==> config.mk <==
export PLATFORM = sky130hd
export DESIGN_NAME = edge_dilate_multi_flat
export DESIGN_NICKNAME = d
export VERILOG_FILES = /design/src/rtl/edge_dilate_multi_if.sv /design/src/rtl/edge_dilate_multi.sv /design/src/flat_wrapper.sv
export SDC_FILE = /design/constraint.sdc
export NUM_CORES = 1
export LEC_CHECK = 0
export BUFFER_PORTS_ARGS = -buffer_cell sky130_fd_sc_hd__buf_2
export CORE_UTILIZATION = 45
export DETAILED_ROUTE_END_ITERATION = 12
export PLACE_DENSITY = 0.7
export SYNTH_ARGS = -nofsm -noshare
export SYNTH_HDL_FRONTEND = slang
export SYNTH_SLANG_ARGS = --single-unit
==> constraint.sdc <==
create_clock -name clk -period 6.2 [get_ports clk]
set_input_delay 0.62 -clock clk [delete_from_list [all_inputs] [get_ports clk]]
set_output_delay 0.62 -clock clk [all_outputs]
set_load 0.02 [all_outputs]
==> src/rtl/edge_dilate_multi_if.sv <==
// Control and BRAM port bundle for edge_dilate_multi.
// wr_count exists only when EDGE_DILATE_STATS_EN is defined.
interface edge_dilate_multi_if #(
  parameter int ADDR_W = 19,
  parameter int PIX_W  = 3
);
  logic              start;
  logic [2:0]        passes;
  logic              conn8;
  logic              busy;
  logic              done;
  logic [ADDR_W-1:0] rd_addr;
  logic [PIX_W-1:0]  rd_data;
  logic              wr_en;
  logic [ADDR_W-1:0] wr_addr;
  logic [PIX_W-1:0]  wr_data;
`ifdef EDGE_DILATE_STATS_EN
  logic [ADDR_W-1:0] wr_count;
`endif

  // master: sequencer / BRAM side; slave: the dilation engine
  modport master (
    output start, passes, conn8, rd_data,
    input  busy, done, rd_addr, wr_en, wr_addr, wr_data
`ifdef EDGE_DILATE_STATS_EN
    , input wr_count
`endif
  );

  modport slave (
    input  start, passes, conn8, rd_data,
    output busy, done, rd_addr, wr_en, wr_addr, wr_data
`ifdef EDGE_DILATE_STATS_EN
    , output wr_count
`endif
  );
endinterface

==> src/rtl/edge_dilate_multi.sv <==
// In-place multi-pass dilation of the edge-map BRAM: pass p writes p+1 into zero neighbours of interior pixels equal to p.
// Optional EDGE_DILATE_STATS_EN adds a write counter (bus.wr_count).
//
// state     | meaning
// IDLE      | waiting for start
// PRIME     | 9 reads filling the 3x3 window at (1,y)
// CHECK     | test window centre against current pass p
// WRITE     | one neighbour candidate per cycle
// SHIFT     | 3 reads of column x+2, then x++
// NEXT_ROW  | y++, reload window or finish pass
// NEXT_PASS | p++, restart raster or finish
// DONE      | raise done, drop busy
module edge_dilate_multi #(
  parameter int WIDTH      = 640,
  parameter int HEIGHT     = 480,
  parameter int PIX_W      = 3,
  parameter int ADDR_W     = 19,
  parameter int MAX_PASSES = 6,
  parameter int RD_LAT     = 2
) (
  input  logic               clk,
  input  logic               reset,
  edge_dilate_multi_if.slave bus
);

  localparam int XW = $clog2(WIDTH);
  localparam int YW = $clog2(HEIGHT);
  localparam int CW = (RD_LAT > 0) ? $clog2(RD_LAT + 1) : 1;

  typedef enum logic [2:0] {
    S_IDLE, S_PRIME, S_CHECK, S_WRITE, S_SHIFT, S_NEXT_ROW, S_NEXT_PASS, S_DONE
  } state_t;

  state_t            state, state_nxt;
  logic [XW-1:0]     x;
  logic [YW-1:0]     y;
  logic [PIX_W-1:0]  p, pass_lim;
  logic              conn8_q;
  logic [PIX_W-1:0]  win [0:8];
  logic [CW-1:0]     rd_cnt;
  logic [1:0]        rd_r, rd_c;
  logic [2:0]        wr_idx;

  logic              busy_q, done_q, wr_en_q;
  logic [ADDR_W-1:0] wr_addr_q;
  logic [PIX_W-1:0]  wr_data_q;

  logic              x_end, y_end, p_end, rd_hit, rd_last, wr_last;
  logic [2:0]        pass_clamp;
  logic [3:0]        cap_idx;
  logic [ADDR_W-1:0] rd_row, rd_col, rd_addr_c;
  logic [3:0]        cand_win;
  logic [1:0]        cand_dr, cand_dc;
  logic [ADDR_W-1:0] cand_addr;
  logic              cand_zero;

  always_comb begin
    pass_clamp = (bus.passes > 3'(MAX_PASSES)) ? 3'(MAX_PASSES) : bus.passes;
    x_end      = (x == XW'(WIDTH - 2));
    y_end      = (y == YW'(HEIGHT - 2));
    p_end      = (p == pass_lim);
    rd_hit     = (rd_cnt == '0);
    rd_last    = (rd_r == 2'd2) && ((state == S_SHIFT) || (rd_c == 2'd2));
    wr_last    = (wr_idx == (conn8_q ? 3'd7 : 3'd3));
    cap_idx    = (4'(rd_r) * 4'd3) + ((state == S_SHIFT) ? 4'd2 : 4'(rd_c));
    rd_row     = ADDR_W'(y) + ADDR_W'(rd_r) - ADDR_W'(1);
    rd_col     = (state == S_SHIFT) ? (ADDR_W'(x) + ADDR_W'(2))
                                    : (ADDR_W'(x) + ADDR_W'(rd_c) - ADDR_W'(1));
    rd_addr_c  = '0;
    if (state == S_PRIME || state == S_SHIFT)
      rd_addr_c = rd_row * ADDR_W'(WIDTH) + rd_col;
  end

  // Candidate order: up, right, down, left, then the four diagonals.
  always_comb begin
    cand_win = 4'd1;
    cand_dr  = 2'd0;
    cand_dc  = 2'd1;
    unique case (wr_idx)
      3'd0: begin cand_win = 4'd1; cand_dr = 2'd0; cand_dc = 2'd1; end
      3'd1: begin cand_win = 4'd5; cand_dr = 2'd1; cand_dc = 2'd2; end
      3'd2: begin cand_win = 4'd7; cand_dr = 2'd2; cand_dc = 2'd1; end
      3'd3: begin cand_win = 4'd3; cand_dr = 2'd1; cand_dc = 2'd0; end
      3'd4: begin cand_win = 4'd0; cand_dr = 2'd0; cand_dc = 2'd0; end
      3'd5: begin cand_win = 4'd2; cand_dr = 2'd0; cand_dc = 2'd2; end
      3'd6: begin cand_win = 4'd8; cand_dr = 2'd2; cand_dc = 2'd2; end
      default: begin cand_win = 4'd6; cand_dr = 2'd2; cand_dc = 2'd0; end
    endcase
    cand_addr = (ADDR_W'(y) + ADDR_W'(cand_dr) - ADDR_W'(1)) * ADDR_W'(WIDTH)
              + ADDR_W'(x) + ADDR_W'(cand_dc) - ADDR_W'(1);
    cand_zero = (win[cand_win] == '0);
  end

  always_ff @(posedge clk) begin
    if (reset) state <= S_IDLE;
    else       state <= state_nxt;
  end

  always_comb begin
    state_nxt = state;
    unique case (state)
      S_IDLE:      if (bus.start) state_nxt = (pass_clamp == 3'd0) ? S_DONE : S_PRIME;
      S_PRIME:     if (rd_hit && rd_last) state_nxt = S_CHECK;
      S_CHECK: begin
        if (win[4] == p) state_nxt = S_WRITE;
        else if (x_end)  state_nxt = S_NEXT_ROW;
        else             state_nxt = S_SHIFT;
      end
      S_WRITE:     if (wr_last) state_nxt = x_end ? S_NEXT_ROW : S_SHIFT;
      S_SHIFT:     if (rd_hit && rd_last) state_nxt = S_CHECK;
      S_NEXT_ROW:  state_nxt = y_end ? S_NEXT_PASS : S_PRIME;
      S_NEXT_PASS: state_nxt = p_end ? S_DONE : S_PRIME;
      S_DONE:      state_nxt = S_IDLE;
      default:     state_nxt = S_IDLE;
    endcase
  end

  always_ff @(posedge clk) begin
    if (reset) begin
      x         <= '0;
      y         <= '0;
      p         <= '0;
      pass_lim  <= '0;
      conn8_q   <= 1'b0;
      rd_cnt    <= CW'(RD_LAT);
      rd_r      <= '0;
      rd_c      <= '0;
      wr_idx    <= '0;
      busy_q    <= 1'b0;
      done_q    <= 1'b0;
      wr_en_q   <= 1'b0;
      wr_addr_q <= '0;
      wr_data_q <= '0;
      for (int i = 0; i < 9; i++) win[i] <= '0;
    end else begin
      wr_en_q <= 1'b0;
      // Window slides left on entry; the fresh column lands in column 2.
      if (state_nxt == S_SHIFT && state != S_SHIFT) begin
        for (int r = 0; r < 3; r++) begin
          win[r*3]   <= win[r*3+1];
          win[r*3+1] <= win[r*3+2];
        end
      end
      unique case (state)
        S_IDLE: begin
          if (bus.start) begin
            p        <= PIX_W'(1);
            y        <= YW'(1);
            x        <= XW'(1);
            pass_lim <= PIX_W'(pass_clamp);
            conn8_q  <= bus.conn8;
            busy_q   <= 1'b1;
            done_q   <= 1'b0;
          end
        end
        S_PRIME, S_SHIFT: begin
          if (rd_hit) begin
            win[cap_idx] <= bus.rd_data;
            rd_cnt       <= CW'(RD_LAT);
            if (rd_last) begin
              rd_r <= '0;
              rd_c <= '0;
              if (state == S_SHIFT) x <= x + XW'(1);
            end else if (state == S_PRIME && rd_c != 2'd2) begin
              rd_c <= rd_c + 2'd1;
            end else begin
              rd_c <= '0;
              rd_r <= rd_r + 2'd1;
            end
          end else begin
            rd_cnt <= rd_cnt - CW'(1);
          end
        end
        S_CHECK: wr_idx <= '0;
        S_WRITE: begin
          wr_en_q   <= cand_zero;
          wr_addr_q <= cand_addr;
          wr_data_q <= p + PIX_W'(1);
          wr_idx    <= wr_idx + 3'd1;
        end
        S_NEXT_ROW: begin
          y <= y + YW'(1);
          x <= XW'(1);
        end
        S_NEXT_PASS: begin
          p <= p + PIX_W'(1);
          y <= YW'(1);
          x <= XW'(1);
        end
        S_DONE: begin
          busy_q <= 1'b0;
          done_q <= 1'b1;
        end
        default: ;
      endcase
    end
  end

  assign bus.busy    = busy_q;
  assign bus.done    = done_q;
  assign bus.rd_addr = rd_addr_c;
  assign bus.wr_en   = wr_en_q;
  assign bus.wr_addr = wr_addr_q;
  assign bus.wr_data = wr_data_q;

`ifdef EDGE_DILATE_STATS_EN
  logic [ADDR_W-1:0] wr_count_q;

  always_ff @(posedge clk) begin
    if (reset)                         wr_count_q <= '0;
    else if (state == S_IDLE && bus.start) wr_count_q <= '0;
    else if (wr_en_q)                  wr_count_q <= wr_count_q + ADDR_W'(1);
  end

  assign bus.wr_count = wr_count_q;
`endif

endmodule
==> src/flat_wrapper.sv <==
// flat-port wrapper written by rule: the top's interface ports become plain ports
module edge_dilate_multi_flat 
#(
  parameter int WIDTH      = 640,
  parameter int HEIGHT     = 480,
  parameter int PIX_W      = 3,
  parameter int ADDR_W     = 19,
  parameter int MAX_PASSES = 6,
  parameter int RD_LAT     = 2
)
  (clk, reset, bus_start, bus_passes, bus_conn8, bus_rd_data, bus_busy, bus_done, bus_rd_addr, bus_wr_en, bus_wr_addr, bus_wr_data);
  edge_dilate_multi_if #(.ADDR_W(ADDR_W), .PIX_W(PIX_W)) bus_i ();
  input  logic clk;
  input  logic reset;
  input wire logic [$bits(bus_i.start)-1:0] bus_start;
  input wire logic [$bits(bus_i.passes)-1:0] bus_passes;
  input wire logic [$bits(bus_i.conn8)-1:0] bus_conn8;
  input wire logic [$bits(bus_i.rd_data)-1:0] bus_rd_data;
  output wire logic [$bits(bus_i.busy)-1:0] bus_busy;
  output wire logic [$bits(bus_i.done)-1:0] bus_done;
  output wire logic [$bits(bus_i.rd_addr)-1:0] bus_rd_addr;
  output wire logic [$bits(bus_i.wr_en)-1:0] bus_wr_en;
  output wire logic [$bits(bus_i.wr_addr)-1:0] bus_wr_addr;
  output wire logic [$bits(bus_i.wr_data)-1:0] bus_wr_data;
  assign bus_i.start = bus_start;
  assign bus_i.passes = bus_passes;
  assign bus_i.conn8 = bus_conn8;
  assign bus_i.rd_data = bus_rd_data;
  assign bus_busy = bus_i.busy;
  assign bus_done = bus_i.done;
  assign bus_rd_addr = bus_i.rd_addr;
  assign bus_wr_en = bus_i.wr_en;
  assign bus_wr_addr = bus_i.wr_addr;
  assign bus_wr_data = bus_i.wr_data;
  edge_dilate_multi #(.WIDTH(WIDTH), .HEIGHT(HEIGHT), .PIX_W(PIX_W), .ADDR_W(ADDR_W), .MAX_PASSES(MAX_PASSES), .RD_LAT(RD_LAT)) u_core (.clk(clk), .reset(reset), .bus(bus_i));
endmodule
# --- Word-level counts from Yosys, hierarchy flattened ---
# Memories as Yosys holds them, arrays and structs flattened.
# Index checks and enable logic that the tools add are counted.
word_totals:
  regBits: 63
  ramBits: 27
  input_bits: 10
  out_inout_bits: 44
  word_cells: 159
  memories: 1
mem_list:
  columns: ["memory", "depth", "word_bits", "read_ports", "rd_clocked_by_memory_dff", "wr", "line_no", "rtl"]
  rows:
  - ["u_core.win", 9, 3, 7, 0, 9, "edge_dilate_multi.sv:39", "logic [PIX_W-1:0] win [0:8];"]
op_classes:
  add_sub_neg: 19
  mul: 3
  n_lt_le_gt_ge: 1
  n_eq_ne: 28
  mux: 54
  bitwise: 7
  n_reduce_logical: 31
ops:
  columns: ["cell", "n"]
  rows:
  - ["subtractor 19 x 1 -> 19 bit (second input constant)", 4]
  - ["2-to-1 mux 3 bit", 17]
  - ["2-to-1 mux 10 bit", 4]
  - ["multiplier 19 x 3 -> 12 bit (second input constant)", 2]
  - ["2-to-1 mux 19 bit", 2]
  - ["one-hot mux 10 bit (3 select lines)", 1]
  - ["one-hot mux 4 bit (7 select lines)", 1]
  - ["one-hot mux 9 bit (3 select lines)", 1]
  - ["equality test 3 bit (second input constant)", 8]
  - ["one-hot mux 3 bit (7 select lines)", 1]
  - ["adder 9 x 2 -> 10 bit", 2]
  - ["adder 19 x 10 -> 19 bit", 1]
  - ["adder 19 bit", 1]
  - ["adder 19 x 2 -> 19 bit", 1]
  - ["2-to-1 mux 1 bit", 13]
  - ["equality test 3 x 2 -> 1 bit (second input constant)", 4]
  - ["zero test 3 bit", 4]
  - ["2-to-1 mux 2 bit", 6]
  - ["one-hot mux 3 bit (2 select lines)", 2]
  - ["adder 10 x 2 -> 11 bit", 1]
  - ["adder 10 x 2 -> 11 bit (second input constant)", 1]
  - ["adder 10 x 1 -> 10 bit (second input constant)", 1]
  - ["equality test 10 bit (second input constant)", 1]
  - ["AND reduction 2 bit", 5]
  - ["29 further kinds", 59]

# --- Depth between registers and ports, before layout ---
# Gate-level depths: netlist (run 1).
depth:
  word_depth: 13
  depth_mapped: 25
  mapped_depth_nobuf: 24

# --- Worst setup path before layout (run 1) ---
# Ideal clock, no wire load.
synth_timing:
  path_type: "register to output"
  startpoint: "register u_core.y[0]"
  endpoint: "output port bus_rd_addr[18]"
  arrival_time_ps: 4935
  required_time_ps: 5580
  slack_ps: 645
  stages_incl_launch_ff: 22
  path_buffers: 0
  cell_sequence: "dfxtp_1 ha_1 fa_1 inv_1 ha_1 mux2_2 a32oi_1 xnor2_1 ha_1 ha_1 a21o_1 a21oi_1 o21ai_0 a21oi_1 xnor2_1 ha_1 nand3_1 nand2_1 a41o_1 o41ai_1 xnor3_1 and2_1"
synth_via:
  elab_chain_cells: 5
synth_rtl:
  columns: ["item", "line_no", "rtl"]
  rows:
  - ["start: declaration", "edge_dilate_multi.sv:36", "logic [YW-1:0] y;"]
  - ["start signal: assignment", "edge_dilate_multi.sv:182", "y <= y + YW'(1);"]
  - ["adder 9 x 2 -> 10 bit", "edge_dilate_multi.sv:66", "rd_row = ADDR_W'(y) + ADDR_W'(rd_r) - ADDR_W'(1);"]
  - ["subtractor 19 x 1 -> 19 bit", "edge_dilate_multi.sv:66", null]
  - ["multiplier 19 x 3 -> 12 bit", "edge_dilate_multi.sv:71", "rd_addr_c = rd_row * ADDR_W'(WIDTH) + rd_col;"]
  - ["adder 19 bit", "edge_dilate_multi.sv:71", null]
  - ["2-to-1 mux 19 bit", "edge_dilate_multi.sv:70", "if (state == S_PRIME || state == S_SHIFT)"]
  - ["end: declaration", "flat_wrapper.sv:21", "output wire logic [$bits(bus_i.rd_addr)-1:0] bus_rd_addr;"]
# No other way between the ends.

# --- Worst setup path in the final report (run 1) ---
layout_timing:
  startpoint: "register u_core.rd_r[0]"
  endpoint: "output port bus_rd_addr[18]"
layout_via:
  elab_chain_cells: 5
layout_rtl:
  columns: ["item", "line_no", "rtl"]
  rows:
  - ["start: declaration", "edge_dilate_multi.sv:41", "logic [1:0] rd_r, rd_c;"]
  - ["start signal: assignment", "edge_dilate_multi.sv:168", "rd_r <= rd_r + 2'd1;"]
  - ["adder 9 x 2 -> 10 bit", "edge_dilate_multi.sv:66", null]
  - ["subtractor 19 x 1 -> 19 bit", "edge_dilate_multi.sv:66", null]
  - ["multiplier 19 x 3 -> 12 bit", "edge_dilate_multi.sv:71", null]
  - ["adder 19 bit", "edge_dilate_multi.sv:71", null]
  - ["2-to-1 mux 19 bit", "edge_dilate_multi.sv:70", null]
# No other way between the ends.

==> impl_results.html, run 1 <==
<table>
<tr><th>Metric</th><th>Value</th></tr>
<tr><th colspan="2">Route</th></tr>
<tr><td>Number of nets with antenna violations after routing</td><td>0</td></tr>
<tr><td>Starting DRC count in detailed routing</td><td>500</td></tr>
<tr><td>Via count</td><td>7474</td></tr>
<tr><td>Total iterations of the first detailed-routing run</td><td>5</td></tr>
<tr><td>Number of DRC violations after detailed routing</td><td>0</td></tr>
<tr><td>Post-detailed-route via-to-cell ratio</td><td>5.61</td></tr>
<tr><td>Final Routed Wirelength</td><td>20100 um</td></tr>
<tr><td>Routed length per instance</td><td>15.1 um</td></tr>
<tr><th colspan="2">Power</th></tr>
<tr><td>Peak ir drop on the vdd network</td><td>0.304 mV</td></tr>
<tr><td>Power per standard cell area</td><td>359 mW/mm^2</td></tr>
<tr><td>Static leakage</td><td>3.95 nW</td></tr>
<tr><th colspan="2">Yosys</th></tr>
<tr><td>Count of different cell masters after synthesis</td><td>77</td></tr>
<tr><td>Cells after synthesis</td><td>1059</td></tr>
<tr><td>Area share of the largest cell type after synthesis</td><td>14.6%</td></tr>
<tr><td>Post-synth EDFFs</td><td>36</td></tr>
<tr><td>Cell types occupying the most area after synthesis</td><td>sky130_fd_sc_hd__dfxtp_1, sky130_fd_sc_hd__ha_1, sky130_fd_sc_hd__edfxtp_1</td></tr>
<tr><td>Number of warnings reported in the yosys synthesis log</td><td>0</td></tr>
<tr><td>Average instance area after synthesis</td><td>8.13 um^2</td></tr>
<tr><td>Total standard cell area after synthesis</td><td>0.00861 mm^2</td></tr>
<tr><td>Post-Syn Nets</td><td>1169</td></tr>
<tr><td>Library cell with the largest summed area after synthesis</td><td>sky130_fd_sc_hd__dfxtp_1</td></tr>
<tr><td>Sequential fraction of the synthesis area</td><td>27.2%</td></tr>
<tr><td>Async S/R FF share, synth</td><td>0%</td></tr>
<tr><td>Number of storage elements in the synthesis netlist</td><td>99</td></tr>
<tr><td>Prevailing post-synth register cell</td><td>sky130_fd_sc_hd__dfxtp_1</td></tr>
<tr><th colspan="2">STA</th></tr>
<tr><td>Final-report hold violation count</td><td>0</td></tr>
<tr><td>Relative max-transition margin</td><td>36.4%</td></tr>
<tr><td>Clock period minus final worst setup slack</td><td>5.97 ns</td></tr>
<tr><td>Actual slew at the worst max-slew pin</td><td>0.954 ns</td></tr>
<tr><td>Highest Clock Rate</td><td>0.168 GHz</td></tr>
<tr><td>Number of max-slew violations in the final report</td><td>0</td></tr>
<tr><td>Setup-violating endpoint count in the final report</td><td>0</td></tr>
<tr><td>Summed negative setup slack over all endpoints</td><td>0 ns</td></tr>
<tr><td>Final worst-path cycle share</td><td>96.2%</td></tr>
<tr><td>Final WS setup</td><td>0.235 ns</td></tr>
<tr><td>Worst clock skew</td><td>0.0150 ns</td></tr>
<tr><th colspan="2">Floorplanning</th></tr>
<tr><td>Floorplan Core Area</td><td>0.0187 mm^2</td></tr>
<tr><td>Die outline area</td><td>0.0197 mm^2</td></tr>
<tr><td>Starting density of the core</td><td>46.0%</td></tr>
<tr><td>Die height</td><td>140 um</td></tr>
<tr><td>I/O pin cnt</td><td>54</td></tr>
<tr><td>Floorplan die width</td><td>140 um</td></tr>
<tr><td>Number of placement rows</td><td>50</td></tr>
<tr><th colspan="2">Clock network</th></tr>
<tr><td>Number of levels in the clock H-tree</td><td>3</td></tr>
<tr><td>Hold_buf cts</td><td>0</td></tr>
<tr><td>Clk Latency, worst-skew pair</td><td>0.36 ns</td></tr>
<tr><td>Total clock buffers created by CTS</td><td>9</td></tr>
<tr><td>CTS tree</td><td>done</td></tr>
<tr><td>CTS Root Buffer Type</td><td>sky130_fd_sc_hd__clkbuf_16</td></tr>
<tr><td>Total number of clock tree sinks</td><td>99</td></tr>
<tr><td>Buffers from clock root to sink, at most</td><td>2</td></tr>
<tr><td>Clock-pin slew on the worst setup and hold paths</td><td>0.07 ns</td></tr>
<tr><th colspan="2">GRT</th></tr>
<tr><td>Initial antenna violation count</td><td>0</td></tr>
<tr><td>Wire length of the first global-routing pass</td><td>33600 um</td></tr>
<tr><td>Maximum number of pins on one net before global-route repair</td><td>48</td></tr>
<tr><td>Vias in the first global route</td><td>6861</td></tr>
<tr><td>GRT Util Overall</td><td>20.9%</td></tr>
<tr><td>Sum of overflow across all layers after global routing</td><td>0</td></tr>
<tr><th colspan="2">Layout</th></tr>
<tr><td>Net total in the final layout</td><td>1203</td></tr>
<tr><td>N_diodes</td><td>0</td></tr>
<tr><td>Post-route core utilization</td><td>50.6%</td></tr>
<tr><td>Fill cell total of the finished layout</td><td>1799</td></tr>
<tr><td>Area growth from synthesis to final layout</td><td>9.86%</td></tr>
<tr><td>Proportion of layout cells with a drive suffix above 1</td><td>10.5%</td></tr>
<tr><th colspan="2">Critical path</th></tr>
<tr><td>Crit Path Category</td><td>flop to output pin</td></tr>
<tr><td>CP endpoint</td><td>bus_rd_addr[18]</td></tr>
<tr><td>Worst path required time</td><td>5.58 ns</td></tr>
<tr><td>FF-to-FF setup slack</td><td>0.49 ns</td></tr>
<tr><td>Worst Reg2Reg Path Length in Cells</td><td>22</td></tr>
<tr><td>Element type at the critical path end</td><td>output pin</td></tr>
<tr><td>Worst R2R End</td><td>u_core.bus.wr_addr[18]</td></tr>
<tr><td>Kind of launch point of the worst setup path</td><td>flop</td></tr>
<tr><td>Worst setup startpoint</td><td>u_core.rd_r[0]</td></tr>
<tr><td>FF-to-FF Start</td><td>u_core.wr_idx[1]</td></tr>
<tr><td>Crit Path Max Fanout</td><td>5</td></tr>
<tr><td>Arrival time reported for the critical path endpoint</td><td>5.35 ns</td></tr>
<tr><th colspan="2">Placed design</th></tr>
<tr><td>Port bufs</td><td>53</td></tr>
<tr><td>Pre-CTS setup slack</td><td>0.327 ns</td></tr>
<tr><td>Gpl congestion</td><td>0.887</td></tr>
<tr><td>Detailed placer's ending HPWL</td><td>15500 um</td></tr>
<tr><th colspan="2">Job</th></tr>
<tr><td>Number of max-cap violations</td><td>0</td></tr>
<tr><th colspan="2">Min path</th></tr>
<tr><td>Hold path start</td><td>u_core.bus.wr_addr[16]</td></tr>
<tr><td>Class of the tightest hold or removal check</td><td>flop to flop</td></tr>
<tr><th colspan="2">Run status</th></tr>
<tr><td>Run status</td><td>completed</td></tr>
</table>
==> cells in the mapped netlist, types with 9 or more instances <==
cell and n:
sky130_fd_sc_hd__nor2_1 118, sky130_fd_sc_hd__nand2_1 97, sky130_fd_sc_hd__ha_1 92, sky130_fd_sc_hd__a21oi_1 71, sky130_fd_sc_hd__inv_1 66, sky130_fd_sc_hd__dfxtp_1 63
sky130_fd_sc_hd__xnor2_1 63, sky130_fd_sc_hd__o21ai_0 45, sky130_fd_sc_hd__nand3_1 37, sky130_fd_sc_hd__edfxtp_1 36, sky130_fd_sc_hd__nor3_1 35, sky130_fd_sc_hd__clkbuf_1 33
sky130_fd_sc_hd__xor2_1 29, sky130_fd_sc_hd__and2_1 26, sky130_fd_sc_hd__a22o_1 18, sky130_fd_sc_hd__nand4_1 18, sky130_fd_sc_hd__a211oi_1 16, sky130_fd_sc_hd__a21o_1 15
sky130_fd_sc_hd__nor2b_1 13, sky130_fd_sc_hd__nand2b_1 11, sky130_fd_sc_hd__or3_1 10, sky130_fd_sc_hd__and3_1 9, sky130_fd_sc_hd__nor4_1 9
==> flip-flops by register name, indices dropped and copies added, names as in the netlist, 2 cells and up <==
| name | flops |
|---|---|
| u_core.win | 36 |
| u_core.bus.wr_addr | 19 |
| u_core.x | 10 |
| u_core.y | 9 |
| u_core.bus.wr_data | 3 |
| u_core.p | 3 |
| u_core.pass_lim | 3 |
| u_core.state | 3 |
| u_core.wr_idx | 3 |
| u_core.rd_c | 2 |
| u_core.rd_cnt | 2 |
| u_core.rd_r | 2 |
==> layer usage <==
layer / share of wire (%) / vias to the layer above / GRT usage, %
met5: 0 / - / 0
met4: 1.2 / 0 / 4.92
met3: 3.7 / 19 / 2.60
met2: 44 / 149 / 32.9
met1: 51 / 3465 / 30.3
li1: - / 3841 / -
==> placed cells by master (no fill, tap or decap), drive strengths merged, types with 39 or more instances in the layout <==
| master | Yosys | routed |
|---|---|---|
| a21oi | 71 | 71 |
| buf | 12 | 68 |
| dfxtp | 63 | 63 |
| ha | 92 | 92 |
| inv | 66 | 72 |
| nand2 | 97 | 97 |
| nand3 | 39 | 39 |
| nor2 | 118 | 118 |
| o21ai | 49 | 49 |
| xnor2 | 64 | 64 |
==> through the flow <==
| stage | hold slack, ns | area (um^2) | std cells | power, mW |
|---|---|---|---|---|
| 3_3_place_gp | 0.438 | 9070 | 1312 | 2.73 |
| 4_1_cts | 0.449 | 9380 | 1328 | 3.37 |
| 2_1_floorplan | 0.436 | 8610 | 1059 | 2.37 |
| 5_1_grt | 0.469 | 9460 | 1332 | 3.70 |
| 3_5_place_dp | 0.441 | 9070 | 1312 | 2.76 |
| 6_report | 0.444 | 9460 | 1332 | 3.40 |
==> critical path, cell delays in order (launching register included) <==
cell	delay, ns
sky130_fd_sc_hd__dfxtp_2	0.35
sky130_fd_sc_hd__ha_1	0.22
sky130_fd_sc_hd__fa_1	0.50
sky130_fd_sc_hd__inv_2	0.10
sky130_fd_sc_hd__ha_4	0.15
sky130_fd_sc_hd__mux2_2	0.35
sky130_fd_sc_hd__a32oi_2	0.25
sky130_fd_sc_hd__xnor2_2	0.12
sky130_fd_sc_hd__ha_1	0.33
sky130_fd_sc_hd__ha_1	0.30
sky130_fd_sc_hd__a21o_1	0.19
sky130_fd_sc_hd__a21oi_2	0.16
sky130_fd_sc_hd__o21ai_0	0.11
sky130_fd_sc_hd__a21oi_2	0.17
sky130_fd_sc_hd__xnor2_1	0.15
sky130_fd_sc_hd__ha_1	0.31
sky130_fd_sc_hd__nand3_1	0.11
sky130_fd_sc_hd__nand2_1	0.05
sky130_fd_sc_hd__a41o_1	0.23
sky130_fd_sc_hd__o41ai_2	0.30
sky130_fd_sc_hd__xnor3_1	0.24
sky130_fd_sc_hd__and2_1	0.16
sky130_fd_sc_hd__buf_2	0.15
==> where the power goes <==
group / internal (mW) / total (mW) / switching [mW]
Clock: 0.290 / 0.578 / 0.287
Sequential: 0.691 / 0.709 / 0.0175
Combinational: 0.931 / 2.11 / 1.18
Total: 1.91 / 3.40 / 1.48
==> worst min path at each step <==
stage,end,slack [ns],cells after the start
final,u_core.bus.wr_addr[16],0.44,2
after global routing,u_core.bus.wr_addr[8],0.47,2
after CTS,u_core.bus.wr_addr[16],0.45,2
after detailed placement,u_core.bus.wr_addr[16],0.44,2
after global placement,u_core.bus.wr_addr[8],0.44,2
after floorplan,u_core.rd_cnt[0],0.44,2
==> layout make-up <==
type                       instances  area, um^2  area share [%]
tap                              234         293            3.09
clock inverter                     7        78.8           0.833
sequential                        99        2340            24.8
inverter                          66         248            2.62
multi-input combinational        849        5890            62.3
timing repair buffer              68         378            3.99
clock buffer                       9         225            2.38
==> kinds of logic after synthesis <==
group | after synthesis | synth area share (%)
xor+xnor | 96 | 10.4
flops | 99 | 27.2
mux | 8 | 0.944
fa+ha+maj | 100 | 15.2
compound gates | 235 | 18.1
simple gates | 410 | 23.1
buf+inv | 111 | 5.03
==> timing repair <==
| action | in CTS | in global routing |
|---|---|---|
| buffers inserted | 0 | 4 |
| pin swaps | 0 | 8 |
| setup endpoints to repair | 1 | 3 |
| resized for setup | 1 | 13 |
No activity file was read; power rests on OpenSTA's default activity.
==> inputs of run 2 (changes only) <==
MAX_ROUTING_LAYER = met4   (was not set)
==> impl_results.html, run 2 (synthesis gave the netlist of run 1 again) <==
<table>
<tr><th>Metric</th><th>Value</th></tr>
<tr><th colspan="2">Run status</th></tr>
<tr><td>Run status</td><td>completed</td></tr>
<tr><th colspan="2">Job</th></tr>
<tr><td>Number of max-cap violations</td><td>0 (unchanged)</td></tr>
<tr><th colspan="2">GRT</th></tr>
<tr><td>GRT Util Overall</td><td>21.6% (+0.67 points)</td></tr>
<tr><td>Wire length of the first global-routing pass</td><td>33600 um (+0.12%)</td></tr>
<tr><td>Global-route track usage on met2</td><td>32.9% (-0.079 points)</td></tr>
<tr><td>Maximum number of pins on one net before global-route repair</td><td>48 (unchanged)</td></tr>
<tr><td>Sum of overflow across all layers after global routing</td><td>0 (unchanged)</td></tr>
<tr><td>Vias in the first global route</td><td>6858 (-0.044%)</td></tr>
<tr><td>Initial antenna violation count</td><td>0 (unchanged)</td></tr>
<tr><td>GR Util met3</td><td>2.56% (-0.034 points)</td></tr>
<tr><td>Global-route layer with the greatest usage</td><td>met2</td></tr>
<tr><td>Met1 Use GR</td><td>30.5% (+0.19 points)</td></tr>
<tr><th colspan="2">Critical path</th></tr>
<tr><td>Crit Path Max Fanout</td><td>5 (unchanged)</td></tr>
<tr><td>Crit Path Category</td><td>flop to output pin</td></tr>
<tr><td>FF-to-FF Start</td><td>u_core.wr_idx[1]</td></tr>
<tr><td>Worst path required time</td><td>5.58 ns (about the same)</td></tr>
<tr><td>Element type at the critical path end</td><td>output pin</td></tr>
<tr><td>Arrival time reported for the critical path endpoint</td><td>5.35 ns (about the same)</td></tr>
<tr><td>Worst setup startpoint</td><td>u_core.rd_r[0]</td></tr>
<tr><td>Kind of launch point of the worst setup path</td><td>flop</td></tr>
<tr><th colspan="2">Min path</th></tr>
<tr><td>Hold path start</td><td>u_core.bus.wr_addr[16]</td></tr>
<tr><td>Class of the tightest hold or removal check</td><td>flop to flop</td></tr>
<tr><th colspan="2">STA</th></tr>
<tr><td>Worst clock skew</td><td>0.0152 ns (+0.000202 ns)</td></tr>
<tr><td>Final-report hold violation count</td><td>0 (unchanged)</td></tr>
<tr><td>Highest Clock Rate</td><td>0.168 GHz (about the same)</td></tr>
<tr><td>Setup-violating endpoint count in the final report</td><td>0 (unchanged)</td></tr>
<tr><td>Actual slew at the worst max-slew pin</td><td>0.954 ns (+0.0000501 ns)</td></tr>
<tr><td>Final worst-path cycle share</td><td>96.2% (about the same)</td></tr>
<tr><td>Clock period minus final worst setup slack</td><td>5.97 ns (+0.00211 ns)</td></tr>
<tr><td>Number of max-slew violations in the final report</td><td>0 (unchanged)</td></tr>
<tr><td>Final WS setup</td><td>0.233 ns (-0.00212 ns)</td></tr>
<tr><td>Relative max-transition margin</td><td>36.2% (-0.24 points)</td></tr>
<tr><th colspan="2">Clock network</th></tr>
<tr><td>CTS tree</td><td>done</td></tr>
<tr><td>Hold_buf cts</td><td>0 (unchanged)</td></tr>
<tr><td>Buffers from clock root to sink, at most</td><td>2 (unchanged)</td></tr>
<tr><td>Clk Latency, worst-skew pair</td><td>0.37 ns (about the same)</td></tr>
<tr><td>CTS Root Buffer Type</td><td>sky130_fd_sc_hd__clkbuf_16</td></tr>
<tr><td>Total clock buffers created by CTS</td><td>9 (unchanged)</td></tr>
<tr><td>Clock-pin slew on the worst setup and hold paths</td><td>0.07 ns (about the same)</td></tr>
<tr><td>Number of levels in the clock H-tree</td><td>3 (unchanged)</td></tr>
<tr><td>Total number of clock tree sinks</td><td>99 (unchanged)</td></tr>
<tr><th colspan="2">Route</th></tr>
<tr><td>Via count</td><td>7480 (+0.080%)</td></tr>
<tr><td>Total iterations of the first detailed-routing run</td><td>5 (unchanged)</td></tr>
<tr><td>Routed length per instance</td><td>15.1 um (about the same)</td></tr>
<tr><td>Starting DRC count in detailed routing</td><td>489 (-2.2%)</td></tr>
<tr><td>Number of DRC violations after detailed routing</td><td>0 (unchanged)</td></tr>
<tr><td>Post-detailed-route via-to-cell ratio</td><td>5.62 (about the same)</td></tr>
<tr><td>Number of nets with antenna violations after routing</td><td>0 (unchanged)</td></tr>
<tr><td>Final Routed Wirelength</td><td>20100 um (about the same)</td></tr>
<tr><th colspan="2">Floorplanning</th></tr>
<tr><td>Floorplan Core Area</td><td>0.0187 mm^2 (unchanged)</td></tr>
<tr><td>Die height</td><td>140 um (unchanged)</td></tr>
<tr><td>Starting density of the core</td><td>46.0% (unchanged)</td></tr>
<tr><td>Die outline area</td><td>0.0197 mm^2 (unchanged)</td></tr>
<tr><td>Floorplan die width</td><td>140 um (unchanged)</td></tr>
<tr><td>I/O pin cnt</td><td>54 (unchanged)</td></tr>
<tr><td>Number of placement rows</td><td>50 (unchanged)</td></tr>
<tr><th colspan="2">Layout</th></tr>
<tr><td>Largest register FFs</td><td>36 (unchanged)</td></tr>
<tr><td>Post-route design area</td><td>0.00946 mm^2 (unchanged)</td></tr>
<tr><td>Largest reg by FF count</td><td>u_core.win</td></tr>
<tr><td>Post-route core utilization</td><td>50.6% (unchanged)</td></tr>
<tr><td>Net total in the final layout</td><td>1203 (unchanged)</td></tr>
<tr><td>Proportion of layout cells with a drive suffix above 1</td><td>10.5% (unchanged)</td></tr>
<tr><td>Most frequent standard cell in the layout excluding fill and tap cells</td><td>sky130_fd_sc_hd__nor2_1</td></tr>
<tr><td>Commonest cells after routing, fill and taps aside</td><td>sky130_fd_sc_hd__nor2_1, sky130_fd_sc_hd__nand2_1, sky130_fd_sc_hd__ha_1</td></tr>
<tr><td>N_diodes</td><td>0 (unchanged)</td></tr>
<tr><td>Area growth from synthesis to final layout</td><td>9.86% (unchanged)</td></tr>
<tr><th colspan="2">Power</th></tr>
<tr><td>Power per standard cell area</td><td>359 mW/mm^2 (+0.12%)</td></tr>
<tr><td>Peak ir drop on the vdd network</td><td>0.304 mV (about the same)</td></tr>
<tr><td>Static leakage</td><td>3.95 nW (unchanged)</td></tr>
<tr><td>Pwr Total</td><td>3.40 mW (+0.12%)</td></tr>
<tr><th colspan="2">Placed design</th></tr>
<tr><td>Port bufs</td><td>53 (unchanged)</td></tr>
<tr><td>Detailed placer's ending HPWL</td><td>15500 um (unchanged)</td></tr>
<tr><td>Post-detailed-placement cell area</td><td>0.00907 mm^2 (unchanged)</td></tr>
<tr><td>Gpl congestion</td><td>0.901 (+1.7%)</td></tr>
<tr><td>Pre-CTS setup slack</td><td>0.327 ns (unchanged)</td></tr>
</table>
## run 2: cell counts in the layout (fill, tap and decap cells not counted)
No cell type changed its count.
## run 2: critical path, cell delays in order (launching register included)
cell                      delay [ns]
sky130_fd_sc_hd__dfxtp_2        0.35
sky130_fd_sc_hd__ha_1           0.22
sky130_fd_sc_hd__fa_1           0.50
sky130_fd_sc_hd__inv_2          0.10
sky130_fd_sc_hd__ha_4           0.15
sky130_fd_sc_hd__mux2_2         0.35
sky130_fd_sc_hd__a32oi_2        0.25
sky130_fd_sc_hd__xnor2_2        0.12
sky130_fd_sc_hd__ha_1           0.33
sky130_fd_sc_hd__ha_1           0.30
sky130_fd_sc_hd__a21o_1         0.19
sky130_fd_sc_hd__a21oi_2        0.16
sky130_fd_sc_hd__o21ai_0        0.11
sky130_fd_sc_hd__a21oi_2        0.17
sky130_fd_sc_hd__xnor2_1        0.15
sky130_fd_sc_hd__ha_1           0.31
sky130_fd_sc_hd__nand3_1        0.11
sky130_fd_sc_hd__nand2_1        0.05
sky130_fd_sc_hd__a41o_1         0.23
sky130_fd_sc_hd__o41ai_2        0.30
sky130_fd_sc_hd__xnor3_1        0.24
sky130_fd_sc_hd__and2_1         0.16
sky130_fd_sc_hd__buf_2          0.15
## run 2: area by class of cell
class,count,area (um^2)
multi-input cells,849,5890
clock buffers,9,225
clock inverters,7,78.8
repair buffers,68,378
well taps,234,293
flip-flops and latches,99,2340
inverters,66,248
fillers,1799,9240
## run 2: report_power, final
group	switching (mW)	internal, mW
Clock	0.291	0.290
Combinational	1.18	0.931
Sequential	0.0175	0.691
## run 2: path summary, 6_finish.rpt
kind / endpoint / slack [ns] / cells past startpoint
min reg2reg: u_core.bus.wr_addr[16] / 0.44 / 2
max reg2reg: u_core.bus.wr_addr[18] / 0.50 / 22
max: bus_rd_addr[18] / 0.23 / 22
min: u_core.bus.wr_addr[16] / 0.44 / 2
## run 2: metrics by stage
stage / hold slack (ns) / std cells / setup TNS [ns]
finish: 0.444 / 1332 / 0
global route: 0.469 / 1332 / -0.0268
CTS: 0.449 / 1328 / 0
detailed placement: 0.441 / 1312 / 0
global placement: 0.438 / 1312 / 0
floorplan: 0.436 / 1059 / 0
## run 2: what timing repair did
action | 4_1_cts | 5_1_grt
resized for setup | 1 | 13
setup buffers | 0 | 4
pin swaps | 0 | 8
setup endpoints to repair | 1 | 3
## run 2: metal layers
metal | routed length, um | share of wire (%)
met1 | 10200 | 51
met4 | 229 | 1.1
met3 | 825 | 4.1
met5 | 0 | 0
met2 | 8830 | 44
